==> src/rtl/tpu_pkg.sv <==
// Shared types and constants for the tpumac systolic array datapath.
package tpu_pkg;

  localparam int unsigned BITS_AB_DEF = 8;
  localparam int unsigned DIM_DEF     = 8;

  typedef logic signed [BITS_AB_DEF-1:0] ab_t;
  typedef ab_t ab_row_t [DIM_DEF];

  localparam int unsigned CNT_MAX = 2 * DIM_DEF - 1;

  // Shift count at which every element of a freshly loaded matrix has left the buffer.
  function automatic int unsigned cnt_max(int unsigned dim);
    return 2 * dim - 1;
  endfunction

endpackage

==> src/rtl/skew_row.sv <==
// One row of the A skew buffer: a DIM+DELAY slot shift register with zero-padded
// parallel load; slot 0 is the registered output.
module skew_row #(
  parameter int unsigned BITS_AB = 8,
  parameter int unsigned DIM     = 8,
  parameter int unsigned DELAY   = 0
) (
  input  logic                      clk,
  input  logic                      rst_n,
  input  logic                      load,
  input  logic                      shift,
  input  logic signed [BITS_AB-1:0] din [DIM],
  output logic signed [BITS_AB-1:0] dout
);

  localparam int Dim   = int'(DIM);
  localparam int Delay = int'(DELAY);
  localparam int Slots = Dim + Delay;

  logic signed [BITS_AB-1:0] slot_q [Slots];
  logic signed [BITS_AB-1:0] slot_d [Slots];

  always_comb begin
    for (int s = 0; s < Slots; s++) slot_d[s] = slot_q[s];
    if (load) begin
      // Leading DELAY slots stay zero so the row lags row 0 by DELAY cycles.
      for (int s = 0; s < Slots; s++) slot_d[s] = '0;
      for (int c = 0; c < Dim; c++) slot_d[Delay + c] = din[c];
    end else if (shift) begin
      for (int s = 0; s < Slots - 1; s++) slot_d[s] = slot_q[s + 1];
      slot_d[Slots - 1] = '0;
    end
  end

  always_ff @(posedge clk or negedge rst_n) begin
    if (!rst_n) begin
      for (int s = 0; s < Slots; s++) slot_q[s] <= '0;
    end else begin
      for (int s = 0; s < Slots; s++) slot_q[s] <= slot_d[s];
    end
  end

  assign dout = slot_q[0];

endmodule

==> src/rtl/a_skew_buffer.sv <==
// A operand staging buffer: rows are loaded one per cycle and streamed out with
// row r delayed r cycles, forming the diagonal wavefront for the systolic array.
module a_skew_buffer
  import tpu_pkg::*;
#(
  parameter int unsigned BITS_AB = BITS_AB_DEF,
  parameter int unsigned DIM     = DIM_DEF
) (
  input  logic                       clk,
  input  logic                       rst_n,
  input  logic                       en,
  input  logic                       WrEn,
  input  logic [$clog2(DIM)-1:0]     Arow,
  input  logic signed [BITS_AB-1:0]  Ain  [DIM],
  output logic signed [BITS_AB-1:0]  Aout [DIM],
  output logic                       drained
);

  localparam int unsigned AW     = $clog2(DIM);
  localparam int unsigned CntMax = cnt_max(DIM);
  localparam int unsigned CW     = $clog2(CntMax + 1);

  logic [DIM-1:0] row_load;
  logic           load_any;
  logic           do_shift;
  logic [CW-1:0]  cnt_q, cnt_d;

  // Equality decode so an out-of-range Arow selects no row and leaves cnt alone.
  always_comb begin
    row_load = '0;
    for (int r = 0; r < int'(DIM); r++) row_load[r] = WrEn && (Arow == AW'(r));
  end

  assign load_any = |row_load;
  assign do_shift = en && !load_any;

  always_comb begin
    cnt_d = cnt_q;
    if (load_any) begin
      cnt_d = '0;
    end else if (do_shift && (cnt_q != CW'(CntMax))) begin
      cnt_d = cnt_q + CW'(1);
    end
  end

  always_ff @(posedge clk or negedge rst_n) begin
    if (!rst_n) cnt_q <= CW'(CntMax);
    else        cnt_q <= cnt_d;
  end

  assign drained = (cnt_q == CW'(CntMax));

  for (genvar r = 0; r < int'(DIM); r++) begin : g_row
    skew_row #(
      .BITS_AB (BITS_AB),
      .DIM     (DIM),
      .DELAY   (r)
    ) u_row (
      .clk   (clk),
      .rst_n (rst_n),
      .load  (row_load[r]),
      .shift (do_shift),
      .din   (Ain),
      .dout  (Aout[r])
    );
  end

endmodule

==> config.mk <==
export PLATFORM = sky130hd
export DESIGN_NAME = a_skew_buffer
export DESIGN_NICKNAME = d
export VERILOG_FILES = /design/src/rtl/tpu_pkg.sv /design/src/rtl/skew_row.sv /design/src/rtl/a_skew_buffer.sv
export SDC_FILE = /design/constraint.sdc
export NUM_CORES = 1
export LEC_CHECK = 0
export CAP_MARGIN = 20
export CELL_PAD_IN_SITES_DETAIL_PLACEMENT = 2
export CELL_PAD_IN_SITES_GLOBAL_PLACEMENT = 2
export CORE_MARGIN = 2
export CORE_UTILIZATION = 38
export CTS_CLUSTER_DIAMETER = 100
export DETAILED_ROUTE_END_ITERATION = 8
export HOLD_SLACK_MARGIN = 0.05
export MAX_ROUTING_LAYER = met4
export PLACE_DENSITY_LB_ADDON = 0.1
export SLEW_MARGIN = 20
export SYNTH_ARGS = -nofsm -noshare
export SYNTH_HDL_FRONTEND = slang
export SYNTH_SLANG_ARGS = --single-unit
==> constraint.sdc <==
create_clock -name clk -period 1.6 [get_ports clk]
set_input_delay 0.32 -clock clk [delete_from_list [all_inputs] [get_ports clk]]
set_output_delay 0.32 -clock clk [all_outputs]
set_load 0.01 [all_outputs]
==> results.toml <==
[drt]
dr.pass1.iters = 5
wl_per_cell_um = 23.4
vias = 28067
wirelength_mm = 120
drc = 0
viasPerCell = 5.48
antenna_left = 0
drt_iter0_drc = 1713

[clock_network]
root_buffer = "clkbuf_16"
path_clk_slew_ns = 0.06
htree_levels = 3
insertion_delay_ns = 0.64
clock_sinks = 740
cts_buffers = 84
clk_path_buf_depth = 3
cts_tree = "yes"

[placement]
post-dp-hpwl_mm = 82.3
gp_congestion = 0.827
pre_cts_ws_ns = -0.611
io_buffer_count = 135
dp.cells = 4945

[timing]
worst_slew_pin_slew_ns = 0.571
rsz0062_at_grt = "true"
timing.final.ws_setup_ns = -0.311
tns_ns = -0.311
finalSetupViolations = 1
drv_slew = 0
timing.fmax_mhz = 523
period_minus_slack_ns = 1.91
hold_violations = 0
whs_ns = 0.149
slew_headroom = 0.618
layout_worst_path_cycle_share = 1.19
finClkSkew_ns = 0.0126

[global_routing]
antenna_found_initial = 12
grt_pass1_vias = 31812
grt_pass1_wl_mm = 190
grt_start_max_net_pins = 60
grt-ovfl-total = 0
grtUsageTotal = 0.288

[floorplanning]
dieArea_sq_um = 87400
core_sq_um = 84000
ios = 136
die_w_um = 296
initial_core_util = 0.385
die_height_um = 296
row_count = 106

[yosys]
ys_seq_area_frac = 0.573
synth_xor_area_frac = 0
syn_inst = 3794
synthFlopType = "dfrtp_1"
synth_nets = 3866
yosysWarnings = 0
synthDistinctLibCells = 32
synth-simple-area-share = 0.261
yosys.area_share.adder = 0.000387
synth_top_family_by_area = "simple AND/OR/NAND/NOR gates"
post_synth_instance_area_sq_um = 32300
synth_compound_area_frac = 0.0986
synth.area.mux_share = 0.000348
async_flop_share = 1.00
synth_edf_count = 0
syn_area_per_cell_sq_um = 8.52
synth_seq_cells = 740

[cells_and_area]
fin_nets = 3986
fin_cells = 5122
drive_above_1_share = 0.133
syn_to_final_growth_pct = 22.4

[power]
peakVddDrop_v = 0.000723
power.density_nw_per_um2 = 1290
leakagePower_nw = 19.1
p_total_mw = 51.1

[worst_setup_path]
setup.worst_path.end_class = "output pin"
critPathMaxFanout = 2
critical_path_required_ns = 1.28
cp.arrival_ns = 1.59
start_kind = "register"
worstSetupPathType = "register to output pin"
r2r-start = "cnt_q[1]"
ff2ff_path_depth = 6
r2r_end = "cnt_q[0]"
reg2reg_slack_ns = 0.13

[min_path]
min_path_type = "primary input to async pin"

[flow_run]
maxCapViolCount = 0

[status]
status = "finished, violations left"
violations = "negative setup slack"
timing repair:
item	in CTS	in global routing
buffers inserted	11	5
endpoints found under the setup margin	66	46
hold endpoints to repair	244	0
gates resized for setup	206	25
pin swaps	1	0
hold buffers	1	0
where the power goes:
part / switching (mW) / internal, mW
Sequential: 2.27 / 22.1
Clock: 8.03 / 11.0
Combinational: 4.44 / 3.20
Total: 14.7 / 36.3
layout make-up:
| class | count | area (sq um) |
|---|---|---|
| diodes | 11 | 27.5 |
| clock buffers | 129 | 2490 |
| clock inverters | 20 | 154 |
| fillers | 8984 | 44400 |
| inverters | 2 | 7.51 |
| multi-input cells | 2626 | 11800 |
| flip-flops and latches | 740 | 18500 |
| well taps | 1134 | 1420 |
| repair buffers | 460 | 5160 |
cell usage in the layout (no fill, tap or decap), types with 2 or more instances in the layout:
cell / count
nand2_1: 1409
dfrtp_1: 736
nor2_1: 387
a31oi_1: 385
nand3_1: 294
buf_4: 198
buf_12: 123
clkbuf_16: 87
clkdlybuf4s50_1: 68
a22oi_1: 62
a21oi_1: 59
buf_2: 30
clkbuf_1: 26
clkinv_2: 17
clkdlybuf4s15_2: 17
clkbuf_8: 16
clkbuf_2: 13
diode_2: 11
dfstp_2: 4
clkdlybuf4s15_1: 4
buf_6: 4
nor4bb_4: 3
nand4bb_4: 3
and4b_1: 3
nand4_1: 2
nand4b_1: 2
inv_1: 2
nor3_1: 2
bufinv_16: 2
flip-flops by register name (all words and copies together), names as in the netlist:
register,cells
g_row.u_row.slot_q,672
g_row.u_row.dout,64
cnt_q,4
synthesized netlist by cell type (all sizes together), types with 2 or more instances:
library cell	n	area (sq um)
dfrtp	736	18400
a21oi	59	295
nand2	1409	5290
nor2	387	1450
and4	2	17.5
inv	2	7.51
nand4b	3	32.5
nor4bb	3	30.0
nor2b	2	12.5
dfstp	4	105
nand4bb	3	33.8
a31oi	385	2410
nand4	2	12.5
buf	258	1460
nor3	2	10.0
a22oi	63	473
and4b	3	30.0
nand3	294	1470
clkbuf	168	684
worst max-delay path, stage by stage (launching register included):
cell	delay [ns]
dfstp_2	0.56
ha_4	0.13
and3_4	0.17
buf_6	0.10
cell families (layout without fill, tap and decap cells):
group                    count (synthesis)  in the layout
AND/OR/NAND/NOR                       2115           2115
flip-flops                             740            740
AO/OA/AOI/OAI                          509            509
buffers and inverters                  428            611
adder cells (fa/ha/maj)                  1              1
multiplexers                             1              1
other                                    0             11
per-stage QoR:
stage	cell area (sq um)	utilization
after floorplan	32300	-
after global placement	36900	0.440
after detailed placement	36900	0.440
after CTS	39600	0.472
after global routing	39600	0.472
final	39600	0.472
worst max-delay path by stage:
stage                   from                        end  slack, ns  cells after the start
floorplan            Arow[0]  g_row[0].u_row.slot_q[16]       0.09                      6
global placement        WrEn  g_row[5].u_row.slot_q[30]      -0.53                      8
detailed placement      WrEn  g_row[5].u_row.slot_q[50]      -0.61                      7
CTS                 cnt_q[1]                    drained      -0.33                      3
global route        cnt_q[1]                    drained      -0.35                      3
finish              cnt_q[1]                    drained      -0.31                      3
per-layer routing:
| layer | wire length [um] | GRT usage | share of wire |
|---|---|---|---|
| met1 | 51700 | 0.356 | 0.43 |
| met2 | 59700 | 0.486 | 0.50 |
| met3 | 4970 | 0.0491 | 0.041 |
| met4 | 3480 | 0.0837 | 0.029 |
| met5 | 0 | - | 0 |
Power figures use the tool's default switching activity.
